[src/rtl/inst_fetch_align.sv]
// inst_fetch_align: returns the 16/32-bit RISC-V instruction at pc from a
// 2-entry direct-mapped buffer of 64-bit words. It refills the buffer over a
// req/gnt/rvalid port, and assembles instructions that straddle two words.
module inst_fetch_align #(
    parameter int ADDR_W = 64
) (
    input  logic              clk,
    input  logic              rst_n,
    input  logic [ADDR_W-1:0] pc,
    input  logic              flush,
    output logic              inst_valid,
    output logic              inst_comp,
    output logic [31:0]       inst,
    output logic              request,
    output logic              mem_req,
    output logic [ADDR_W-1:0] mem_addr,
    input  logic              mem_gnt,
    input  logic              mem_rvalid,
    input  logic [63:0]       mem_rdata
);
    localparam int TAG_W = ADDR_W - 4;

    typedef enum logic [1:0] {IDLE, REQ, WAIT} state_t;

    state_t                  state, state_nx;
    logic                    mem_req_nx;
    logic [ADDR_W-1:0]       mem_addr_nx;

    logic [1:0]              vld;
    logic [1:0][TAG_W-1:0]   tag;
    logic [1:0][63:0]        data;
    logic                    drop;

    logic [ADDR_W-1:0]       l_addr, h_addr, miss_addr;
    logic                    l_idx, h_idx, l_hit, h_hit;
    logic [63:0]             l_word, h_word;
    logic [15:0]             hw0, hw1;
    logic                    hw0_comp, data_ok, miss;
    logic                    fill_we, fill_idx;
    logic                    unused_pc0;

    // pc[0] carries no information for halfword-aligned fetch
    assign unused_pc0 = pc[0];

    assign l_addr = {pc[ADDR_W-1:3], 3'b000};
    assign h_addr = l_addr + ADDR_W'(8);
    assign l_idx  = l_addr[3];
    assign h_idx  = h_addr[3];
    assign l_hit  = vld[l_idx] && (tag[l_idx] == l_addr[ADDR_W-1:4]);
    assign h_hit  = vld[h_idx] && (tag[h_idx] == h_addr[ADDR_W-1:4]);
    assign l_word = data[l_idx];
    assign h_word = data[h_idx];

    // Pick the first halfword at pc and the one after it (next word when at offset 6)
    always_comb begin
        hw0 = l_word[15:0];
        hw1 = l_word[31:16];
        case (pc[2:1])
            2'd0: begin hw0 = l_word[15:0];  hw1 = l_word[31:16]; end
            2'd1: begin hw0 = l_word[31:16]; hw1 = l_word[47:32]; end
            2'd2: begin hw0 = l_word[47:32]; hw1 = l_word[63:48]; end
            default: begin hw0 = l_word[63:48]; hw1 = h_word[15:0]; end
        endcase
    end

    assign hw0_comp = (hw0[1:0] != 2'b11);

    // The high word is only needed for a 32-bit instruction starting at offset 6
    assign data_ok   = (pc[2:1] != 2'd3 || hw0_comp) ? l_hit : (l_hit && h_hit);
    assign miss      = !data_ok;
    assign miss_addr = l_hit ? h_addr : l_addr;

    // A flush in this cycle hides bytes that the same edge is about to invalidate
    assign inst_valid = data_ok && !flush;
    assign inst_comp  = inst_valid && hw0_comp;
    assign inst       = !inst_valid ? 32'h0 :
                        hw0_comp    ? {16'h0, hw0} : {hw1, hw0};
    assign request    = (state != IDLE) || miss;

    assign fill_we  = (state == WAIT) && mem_rvalid;
    assign fill_idx = mem_addr[3];

    // FSM state and registered memory request
    always_ff @(posedge clk or negedge rst_n) begin
        if (!rst_n) begin
            state    <= IDLE;
            mem_req  <= 1'b0;
            mem_addr <= '0;
        end else begin
            state    <= state_nx;
            mem_req  <= mem_req_nx;
            mem_addr <= mem_addr_nx;
        end
    end

    // Next state; gnt/rvalid outside their own state are ignored
    always_comb begin
        state_nx    = state;
        mem_req_nx  = mem_req;
        mem_addr_nx = mem_addr;
        case (state)
            IDLE: begin
                if (miss && !flush) begin
                    state_nx    = REQ;
                    mem_req_nx  = 1'b1;
                    mem_addr_nx = miss_addr;
                end
            end
            REQ: begin
                if (mem_gnt) begin
                    state_nx   = WAIT;
                    mem_req_nx = 1'b0;
                end
            end
            WAIT: begin
                if (mem_rvalid) state_nx = IDLE;
            end
            default: begin
                state_nx   = IDLE;
                mem_req_nx = 1'b0;
            end
        endcase
    end

    // Valid bits and the drop marker for a fill that a flush has made stale
    always_ff @(posedge clk or negedge rst_n) begin
        if (!rst_n) begin
            vld  <= '0;
            drop <= 1'b0;
        end else begin
            if (flush)
                vld <= '0;
            else if (fill_we && !drop)
                vld[fill_idx] <= 1'b1;
            if (state_nx == IDLE)
                drop <= 1'b0;
            else if (flush)
                drop <= 1'b1;
        end
    end

    // Fill data and tag; a fill overwrites the entry regardless of its contents
    always_ff @(posedge clk) begin
        if (fill_we) begin
            data[fill_idx] <= mem_rdata;
            tag[fill_idx]  <= mem_addr[ADDR_W-1:4];
        end
    end
endmodule

[config.mk]
export PLATFORM = sky130hd
export DESIGN_NAME = inst_fetch_align
export DESIGN_NICKNAME = d
export VERILOG_FILES = /design/src/rtl/inst_fetch_align.sv
export SDC_FILE = /design/constraint.sdc
export NUM_CORES = 1
export LEC_CHECK = 0
export CAP_MARGIN = 0
export CORE_MARGIN = 8
export CORE_UTILIZATION = 50
export DETAILED_ROUTE_END_ITERATION = 16
export GPL_ROUTABILITY_DRIVEN = 1
export PLACE_DENSITY = 0.82
export SLEW_MARGIN = 20
export SYNTH_ARGS = -nofsm -noshare
export SYNTH_HDL_FRONTEND = slang
export SYNTH_SLANG_ARGS = --single-unit
[constraint.sdc]
create_clock -name clk -period 9.2 [get_ports clk]
set_input_delay 1.84 -clock clk [delete_from_list [all_inputs] [get_ports clk]]
set_output_delay 1.84 -clock clk [all_outputs]
set_load 0.01 [all_outputs]
# After elaboration in Yosys (flattened, before gate mapping)
# Index checks and enable logic that the tools add are counted.
# totals
reg_bits,318
inputBits,133
output_inout_bits,100
wordCells,85
# op_classes
n_addsub,1
magnitude_cmp,4
eq_ne,10
mux,37
n_bitwise,2
reduce_logical,22
# op_table
cell,n
60-bit two-way mux,5
64-bit two-way mux,4
128-bit bitwise mux,1
120-bit bitwise mux,1
60-bit equality test,2
16-bit one-hot mux with 3 select lines,2
64-bit by 4-bit adder with 64-bit output (second input constant),1
64-bit demux with 1-bit select,1
32-bit two-way mux,2
60-bit demux with 1-bit select,1
16-bit two-way mux,2
1-bit two-way mux,10
2-bit two-way mux,5
1-bit logical AND,9
2-bit inequality test (second input constant),4
2-bit zero test,3
1-bit by 2-bit < comparator with 1-bit output (second input constant),3
2-bit one-hot mux with 3 select lines,1
2-bit nonzero test,3
2-bit by 1-bit equality test with 1-bit output (second input constant),2
2-bit equality test (second input constant),2
1-bit zero test,3
1-bit one-hot mux with 3 select lines,1
3-bit AND reduction,1
6 further kinds,7

# Depth between registers and ports, before layout
# logic_depth
ltp_word,13
ltp_mapped,19
depth_no_buf,12

# Least setup slack after synthesis
# No wires, ideal clock.
# synth_path
path_kind,input to register
start,input port mem_rvalid
end,register vld[0]
setup_ns,0.093
arrival_time_ns,7.624
required_time_ns,9.107
path_slack_ns,1.483
stages,4
path_buffers,0
cell_sequence,nand2_1 -> nor2_1 -> a21oi_1 -> nor2_1
# synth_via
elab_chain_len,3
# synth_rtl
element,line,source
from (decl),18,"input logic mem_rvalid,"
1-bit logical AND,80,assign fill_we = (state == WAIT) && mem_rvalid;
1-bit logical AND,133,else if (fill_we && !drop)
2-bit nonzero test (no line),--,
to (signal assigned),128,vld <= '0;
to (signal assigned),132,vld <= '0;
"to (signal, indexed assignment)",134,vld[fill_idx] <= 1'b1;
to (decl),29,logic [1:0] vld;
# Every way passes these cells.
# A chain may end at the register's enable or synchronous reset.

# Worst setup path in the final report
# layout_path
start,input port pc[21]
end,output port inst[29]
# layout_via
elab_chain_len,7
elab_cells_between_ends,9
cone_classes,add/sub: 1; eq/ne: 2; mux: 2; reduce/logical: 4
# layout_rtl
element,line,source
from (decl),9,"input logic [ADDR_W-1:0] pc,"
64-bit by 4-bit adder with 64-bit output,46,assign h_addr = l_addr + ADDR_W'(8);
60-bit equality test,50,assign h_hit = vld[h_idx] && (tag[h_idx] == h_addr[ADDR_W-1:4]);
1-bit logical AND,50,
1-bit logical AND,69,assign data_ok = (pc[2:1] != 2'd3 || hw0_comp) ? l_hit : (l_hit && h_hit);
1-bit two-way mux *,69,
1-bit logical AND *,74,assign inst_valid = data_ok && !flush;
32-bit two-way mux *,76,assign inst = !inst_valid ? 32'h0 :
to (decl),13,"output logic [31:0] inst,"
# Mark *: on every way between the ends. The rest lies on a longest branch, timed or not.

==> results.md <==
* Run status: complete, no violations
* Post-synth design cell area at ~0.018 mm^2
* Maximum number of pins on one net before global-route repair at 87
* Hold Path Origin: mem_req
* R2R cell count at 13
* Synthesis-to-layout area growth at 23.6%
* Path category of the worst min-delay check: reg2reg
* Yosys warns at 0
* CTS max path bufs at 3
* Top flip-flop cell by instance count after synthesis: edfxtp_1
* Main combinational cell family by area after synthesis: multiplexers
* Power after layout at around 4.7 mW
* Worst setup startpoint: pc[21]
* Max frequency at 0.112 GHz
* Total Routing Usage GR at 25.0%
* #FFs+latches synth at roughly 320
* Initial cell density of the core at between 50% and 60%
* Skew-Pair Late Insertion Delay at between 0.5 and 0.6 ns
* Worst hold path cell count at 2
* Detailed Routing Iterations Pass 1 at 5
* Total of max-cap violations at 0
* Crit share post-route at 97.1%
* Post-synthesis instance total at roughly 1500
* Max incr delay on CP at between 0.6 and 0.7 ns
* XOR/XNOR Fraction of Synth Area at around 9%
* Net load switching power at ~1.4 mW
* Vertical extent of the die at between 200 and 250 um
* Root Buffer Master: clkbuf_16
* Share of power burned in combinational logic at 24.8%
* Routed wire length at 54.3 mm
* Seq/Total Area, Yosys at 51.6%
* Layout filler cell count at between 2000 and 3000
* Endpoint of the worst hold-timing path: mem_req
* Final cell utilization of the core at 62.1%
* Setup violations, final at 0
* Worst R2R Setup Slack at roughly 5 ns
* Clock edge transition at the registers on the reported setup and hold paths at approximately 0.060 ns
* Number of endpoints with negative hold slack in the final report at 0
* Number of global-route vias before repair at about 14000
* Element type at the critical path start: input pin
* Power density normalized to cell area at approximately 220 mW/mm^2
* Critical-path maximum fanout at 9
* Quantity of I/O buffers inserted on ports at 228
* RR Endpoint: mem_addr[62]
* Adder and majority gate portion of the synthesized area at less than 1%
* Worst path cell trace: clkdlybuf4s50_1, and3_1, buf_4, and4_1, and4_1, nand3_1, xnor2_1, a22oi_1, or4_1, or4_4, a211o_1, or3_4, buf_4, nor2_1, clkdlybuf4s50_1
* Reg power frac at about 44%
* Launch point of the worst reg-to-reg path: tag[23]
* Worst path arrival time at just over 7 ns
* Actual slew at the worst max-slew pin at about 1.1 ns
* Antenna viol nets, final at 0
* Portion of netlist area occupied by mux cells at between 10% and 20%
* Core region area at between 0.03 and 0.04 mm^2
* Detailed Place HPWL at ~39 mm
* Critical path class: in2out
* Chip Width at 204 um
* Fraction of power consumed by the clock network at 31.0%
* Unrepaired setup endpoints after global routing: no
* Asr flop ratio synth at about a fifth
* Required time of the critical path at 7.36 ns
* Routed vias at about 13000
* Count of nets after finishing at 1839
* Post-detailed-route wirelength per cell at ~25 um
* Max-slew headroom at between 20% and 30%
* CTS tree: done
* Initial antenna violation count at 2
* Number of primary I/O pins at about 230
* Detailed router's first-iteration violation count at about 1100
* Max rail drop VDD at 0.191 mV
* Per-cell via count in the routed design at around 6.1
* Inserted Clock Buffers at 36
* Switching share of power at 29.8%
* Hold buffer count at cts at 0
* Number of clock sinks at ~320
* Cell with the biggest individual delay on the critical path: clkdlybuf4s50_1
* Leftover overflow at the end of global routing at 0
* Endpoint kind of the worst setup timing path: output pin
* Distinct cells, synth at between 70 and 80
* Reported leakage power at between 7 and 8 nW
* Internal power consumption at about 3.3 mW
* H-tree levels at 2
* Area of the die at 0.0416 mm^2
* Number of core rows at 69
* Setup total negative slack at 0 ns
* Post-layout min period at 8.93 ns
* Syn_area_per_cell at approximately 12 um^2
* Simple-gate share of the synthesized area at between 10 and 15%
* Post-detailed-route DRC marker count at 0
* Maximum clock skew at final layout at a little under 0.02 ns
* Final slew viol count at 0
* Fraction of final layout cells sized beyond drive strength 1 at between 10% and 20%
* Wire length of the first global-routing pass at between 80 and 90 mm
* Post-synthesis compound-gate area fraction at around 6.5%
* Global placer's final weighted congestion at a little under 1
* Number of enable flip-flop cells after synthesis at roughly 250
==> through the flow <==
step	worst slack (ns)	hold WS (ns)	cell area, um^2	std cells
after global routing	0.112	0.515	21900	2193
after CTS	0.0826	0.481	21800	2189
after global placement	0.163	0.467	20600	2124
after floorplan	1.48	0.479	17700	1476
final	0.268	0.476	21900	2194
after detailed placement	0.0937	0.467	20600	2124
==> cell usage after synthesis (11+ instances only) <==
cell type,count,share of area [%]
buf_2,33,0.93
edfxtp_1,248,42
buf_4,11,0.47
a21oi_1,52,1.5
xnor2_1,114,5.6
mux2i_1,149,8.4
nand3_1,47,1.3
nor4_1,31,1.1
and3_1,14,0.50
clkbuf_1,57,1.2
nor2_1,120,2.5
o21ai_0,43,1.2
inv_1,21,0.45
and4_1,12,0.59
nand4_1,35,1.2
nand2_1,103,2.2
a31oi_1,13,0.46
and2_1,11,0.39
xor2_1,67,3.3
nor3_1,31,0.88
mux4_2,61,7.8
dfrtp_1,67,9.5
==> cell type report <==
cell class / count / area [um^2] / share of cell area [%]
clock buffer: 42 / 955 / 4.37
timing repair buffer: 303 / 2880 / 13.2
sequential: 315 / 9120 / 41.7
inverter: 21 / 78.8 / 0.361
tap: 461 / 577 / 2.64
multi-input combinational: 1028 / 8000 / 36.6
antenna: 1 / 2.50 / 0.0114
clock inverter: 23 / 249 / 1.14
==> critical path: cells and delay by family <==
kind            cells  cell delay, ns
simple gates        8            3.03
xor+xnor            1            0.23
buf+inv             4            1.56
compound gates      2            0.43
==> worst max-delay path by stage <==
| stage | to | cells past startpoint |
|---|---|---|
| 2_1_floorplan | vld[0] | 4 |
| 3_3_place_gp | inst[31] | 15 |
| 3_5_place_dp | inst[20] | 15 |
| 4_1_cts | inst[20] | 15 |
| 5_1_grt | inst[30] | 15 |
| 6_report | inst[29] | 15 |
==> power groups by stage <==
stage	sequential, mW	combinational (mW)	clock, mW
3_3_place_gp	2.08	1.14	0
2_1_floorplan	2.11	0.559	0
3_5_place_dp	2.10	1.16	0
4_1_cts	2.08	1.17	1.48
5_1_grt	2.12	1.26	1.53
6_report	2.08	1.17	1.46
==> logic make-up after synthesis <==
kind of cell	after synthesis
other	1
xor gates and xnor gates	181
muxes	213
adders and majority gates	1
and+or+nand+nor	452
buffers and inverters	134
AOI/OAI and AO/OA	177
DFF	315
==> cells in the final DEF, fill, tap and decap left out, types with 31 or more instances in the layout <==
cell | Yosys | layout
clkdlybuf4s50_1 | 0 | 219
clkbuf_16 | 0 | 37
edfxtp_1 | 248 | 248
o21ai_0 | 43 | 43
buf_4 | 11 | 74
nor3_1 | 31 | 31
nand2_1 | 103 | 103
nand3_1 | 47 | 47
dfrtp_1 | 67 | 67
mux4_2 | 61 | 61
mux2i_1 | 149 | 149
xnor2_1 | 114 | 114
a21oi_1 | 52 | 51
xor2_1 | 67 | 67
nor2_1 | 120 | 119
nand4_1 | 35 | 35
==> sequential cells by signal, indices dropped and copies added (netlist names) <==
| register | count |
|---|---|
| tag | 120 |
| state | 2 |
| data | 128 |
| mem_req | 1 |
| vld | 2 |
| mem_addr | 61 |
| drop | 1 |
==> per-layer routing <==
metal	GRT usage [%]	up-vias	part of all wire [%]
met2	41.6	688	48
met3	5.12	150	9.0
li1	-	5986	-
met5	0	-	0.041
met1	31.8	6649	39
met4	9.93	4	4.2
==> timing repair <==
item,4_1_cts,5_1_grt
buffers inserted,0,2
setup endpoints to repair,0,16
resized for setup,0,8
endpoints found under the hold margin,0,0
Note: power is estimated with default switching activity, not from simulation.
==> variant 1, RTL diff (same flow settings) <==
The 3 states of `state_t` get a one-hot encoding in 3 bits.
--- a/src/rtl/inst_fetch_align.sv
+++ b/src/rtl/inst_fetch_align.sv
@@ -22,3 +22,3 @@
 
-    typedef enum logic [1:0] {IDLE, REQ, WAIT} state_t;
+    typedef enum logic [2:0] {IDLE = 3'b001, REQ = 3'b010, WAIT = 3'b100} state_t;
 
Check against the original RTL: no difference found for any inputs over 4 cycles, from zero or initial values and one cycle with rst_n low; so few cycles prove little.
==> variant 1 against the unedited design <==
Count of clock-buffer cells in the layout is 7 higher. Non-clock buffer count down 5. Area after synthesis increased by 7.0%. Register-to-register slack lost 0.49 ns. Sequential cell count is 1 higher. Setup slack improved by 0.025 ns. Sequential share of layout area decreased by 2.0 points. Fmax increased by 0.28%. Cell area grew 5.4%. Wire length grew 26%. Total power down 3.9%. Largest power group unchanged. Highest routed layer is now met4.
==> variant 1: results (changes against the unedited design) <==
Worst setup path
The worst setup path startpoint is pc[27]. The endpoint of the worst register-to-register path is mem_addr[20]. The depth of the worst register-to-register path came to 9 (-4). The slack of the worst reg-to-reg path came to 4.53 ns (-0.49 ns).

The highest fanout seen on the critical path is 10 (+1). The worst register-to-register path begins at tag[114]. The maximum single-stage delay on the critical path was 0.81 ns (+0.15 ns). Following the worst setup path forward leads to its endpoint at inst[22].

Synthesis
The multiplexer fraction of the synthesized cell area is 15.8% (-0.61 points). In the post-synthesis netlist, the biggest area contributors are edfxtp_1 (39%), dfrtp_1 (8.9%), mux2i_1 (7.9%). In the synthesized netlist, the cells that appear most often are edfxtp_1 (248), mux2i_1 (150), xnor2_1 (138). The share of the synthesized netlist area taken by xor and xnor gates came to 7.68% (-1.3 points). The compound-gate portion of the synthesized area is 8.45% (+1.9 points). The synthesized area per cell was 11.6 sq um (-3.2%). The share of synthesized flip-flops with an asynchronous set or reset came to 21.5% (+0.25 points).

STA
The setup skew after layout came to 0.0421 ns (+0.0222 ns).

Power
The net switching fraction of the power is 30.5% (+0.66 points). The relative contribution of combinational cells to total power is 25.3% (+0.5 points). The power dissipated by switching net loads is 1.38 mW (-1.7%).

The worst ir drop on vdd is 178 uV (-6.6%).

Routing
The DRC marker count from the first detailed-route iteration is 2044 (+81%). The post-detailed-routing wire length is 68.3 mm (+26%). The iteration count of the initial detailed-routing pass is 9 (+4).

Finish
The non-clock inverter count in the final layout is 18 (-14%). The post-route cell area is 23000 sq um (+5.4%). The total of clock buffers placed in the layout came to 49 (+17%).

The layout buffering overhead excluding clock cells is 12.4% (-0.76 points). The number of cells in the finished layout apart from fillers is 2376 (+8.3%). The share of cell area taken by flip-flops and latches is 39.7% (-2.0 points). The number of inserted filler cells in the final layout is 2979 (+9.8%). The ratio of cells with drive above 1 in the final layout was 13.1% (+0.25 points). The multi-input gate share of total cell area is 39.7% (+3.1 points).

Placement
The number of placed instances with taps included is 2303 (+8.4%). The estimated wirelength of the detail-placed design was 50.0 mm (+30%). The worst slack at placement is 0.469 ns (+0.376 ns).

Global route
The met2 usage in global routing is 47.5% (+6.0 points). The via count of the first global-routing pass is 15292 (+12%). The global routing usage on met1 is 39.3% (+7.5 points). The initial antenna violation count is 5 (+3).

The first-pass GRT wire length came to 100 mm (+24%). The global routing met3 resource utilization came to 6.34% (+1.2 points).

Outcome
The flow ran to the end, and the final reports show no timing, DRC or antenna violations.

Clocking
The clock insertion delay at the later pin of the skew report came to 0.58 ns (+0.06 ns). The number of sinks driven by the clock tree is 316 (+0.32%).
## variant 1: changes by cell type after synthesis, sizes merged, moves of 12 or more
cell    unedited run  this run
xor2              67        28
nor3              31        61
nor4              34        60
xnor2            114       138
a211oi             6        29
nand2            103        80
a21oi             52        32
nand4             37        54
buf               54        68
and3              14        26
or4                5        17
## variant 1: how the worst min path moves through the flow
stage | from | end | slack, ns | depth (start not counted)
floorplan | drop | drop | 0.47 | 1
global placement | mem_addr[46] | tag[102] | 0.47 | 0
detailed placement | mem_addr[36] | tag[32] | 0.48 | 0
CTS | mem_addr[22] | tag[78] | 0.50 | 0
global route | mem_addr[36] | tag[92] | 0.51 | 0
finish | mem_addr[36] | tag[32] | 0.50 | 0
## variant 1: routing by layer
| metal | routed length, um | share of wire, % |
|---|---|---|
| met2 | 31600 | 46 |
| met5 | 0 | 0 |
| met1 | 26300 | 39 |
| met3 | 6990 | 10 |
| met4 | 3350 | 4.9 |
==> variant 2, RTL diff (same flow settings) <==
Without the edit above. `ADDR_W`: 64 -> 60.
--- a/src/rtl/inst_fetch_align.sv
+++ b/src/rtl/inst_fetch_align.sv
@@ -4,3 +4,3 @@
 module inst_fetch_align #(
-    parameter int ADDR_W = 64
+    parameter int ADDR_W = 60
 ) (
Interface: changed (resized mem_addr and pc); port bits go from 233 to 225. No check against the original RTL was run, so the function may have changed too.
==> variant 2 against the unedited design <==
Sequential cell count decreased by 12. Setup slack improved by 0.34 ns. Final cell count decreased by 10%. Largest cell class unchanged. Area after synthesis decreased by 3.8%. Wire length decreased by 9.4%. Combinational power decreased by 4%. Synthesized cell count decreased by 11%. Die area decreased by 3.5%. Cell area decreased by 6.1%. Total power decreased by 6.2%. Non-clock buffer count decreased by 55.
==> variant 2: results (changes against the unedited design) <==
Synthesis
The number of distinct library cells after synthesis is 69 (-4.2%). By area the synthesized netlist is led by edfxtp_1 (42%), dfrtp_1 (9.3%), mux2i_1 (8.9%). The number of enable-type register cells in the synthesized netlist is 240 (-3.2%).

The share of synthesized flip-flops with an asynchronous set or reset is 20.8% (-0.48 points). The portion of the post-synthesis area used by sequential elements was 51.7% (+0.060 points). The synthesized area per cell is 12.9 sq um (+7.9%).

Sorting the synthesized cells by how often they occur yields edfxtp_1 (240), mux2i_1 (151), xnor2_1 (142).

Routing
The post-detailed-routing wire length is 49.2 mm (-9.4%). The DRC marker count from the first detailed-route iteration is 1071 (-5.2%). The average via count per standard cell was 6.10 (-0.76%).

The number of nets with antenna violations after routing is 0 (unchanged).

Clocking
The number of buffers added by the clock tree synthesis step is 34 (-5.6%). The depth of the CTS H-tree is 2 (unchanged).

Global route
The largest net degree at the start of global routing is 81 (-6.9%). The via count of the first global-routing pass is 12245 (-10%). The overall routing resource usage is 23.8% (-1.2 points).

The first-pass GRT wire length is 74.5 mm (-7.7%).

Outcome
The flow ran to the end, and the final reports show no timing, DRC or antenna violations.

Finish
The number of inserted filler cells in the final layout is 2573 (-5.2%). In the final layout, the registers with the most flip-flops are data x128, tag x112, mem_addr x57. The number of cells in the finished layout apart from fillers came to 1975 (-10%). The layout net count is 1631 (-11%). The ratio of cells with drive above 1 in the final layout is 14.7% (+1.8 points). The antenna cell count came to 0 (-1).

Power
The static leakage is 7.17 nW (-7.1%). The worst ir drop on vdd is 196 uV (+2.9%). The power dissipated in combinational cells is 1.12 mW (-4%). The total power of the final layout was 4.43 mW (-6.2%). The sequential cell fraction of total power was 45.4% (+1.2 points).

The net switching fraction of the power is 29.2% (-0.64 points).

Placement
The count of buffers from port buffering is 220 (-3.5%). The estimated wirelength of the detail-placed design is 35.7 mm (-7.2%). The area of placed instances was 19500 sq um (-5.4%). The number of placed instances with taps included is 1913 (-9.9%). The global placement routability congestion is 0.988 (+2.5%).

Min path
The instance count along the most critical hold path is 0 (-2). The endpoint with the worst hold slack is tag[68]. The startpoint identified for the worst hold timing path is mem_addr[16].

Worst setup path
The worst path arrival time was 6.75 ns (-0.34 ns). The worst register-to-register path ends at mem_addr[24]. The maximum single-stage delay on the critical path was 0.90 ns (+0.24 ns). The depth of the worst register-to-register path is 12 (-1). The slack of the worst reg-to-reg path came to 4.88 ns (-0.14 ns). The highest fanout seen on the critical path came to 11 (+2).

The worst flop-to-flop path startpoint is tag[61].

STA
The tightest slew margin relative to the limit is 25.8% (-2.3 points). The setup skew after layout is 0.0114 ns (-0.00844 ns). The hold slack is 0.490 ns (+0.0131 ns).
-- variant 2: cell count changes in the layout (fill, tap and decap cells not counted), moves of 32 or more --
cell     before  now
mux2_2        3   62
buf_4        74   27
nor2_1      119   72
nand2_1     103   58
a21oi_1      51   11
o21ai_0      43   11
-- variant 2: cell type report --
class | instances | area, sq um | share of cell area, %
multi-input cells | 898 | 7660 | 37.3
repair buffers | 248 | 2410 | 11.8
well taps | 448 | 561 | 2.73
clock inverters | 19 | 148 | 0.719
flip-flops and latches | 303 | 8780 | 42.8
inverters | 16 | 60.1 | 0.293
clock buffers | 43 | 905 | 4.41
-- variant 2: how the worst max path moves through the flow --
stage | from | endpoint | cells past startpoint
after floorplan | mem_rvalid | data[0] | 2
after global placement | pc[4] | inst[22] | 12
after detailed placement | pc[25] | inst[22] | 12
after CTS | pc[4] | inst[22] | 12
after global routing | pc[17] | inst[22] | 12
final | pc[17] | inst[22] | 12
-- variant 2: routing by layer --
metal | part of all wire (%) | vias up | global-route usage (%)
met2 | 48 | 626 | 39.1
met5 | 0.047 | - | 0
met4 | 3.3 | 4 | 8.25
met1 | 40 | 5981 | 31.0
li1 | - | 5327 | -
met3 | 8.8 | 102 | 4.91
-- variant 2: kinds of logic after synthesis --
kind of cell	Yosys count	synth area share, %
other	1	0.0221
DFF	303	51.7
adders and majority gates	1	0.0736
AOI/OAI and AO/OA	73	3.18
buffers and inverters	115	3.44
xor gates and xnor gates	196	10.1
and+or+nand+nor	359	11.8
muxes	266	19.7
-- variant 2: stage by stage --
step,util [%],setup WS (ns)
3_3_place_gp,58.1,0.731
6_report,61.2,0.608
2_1_floorplan,-,1.71
3_5_place_dp,58.1,0.775
5_1_grt,61.2,0.259
4_1_cts,61.2,0.722
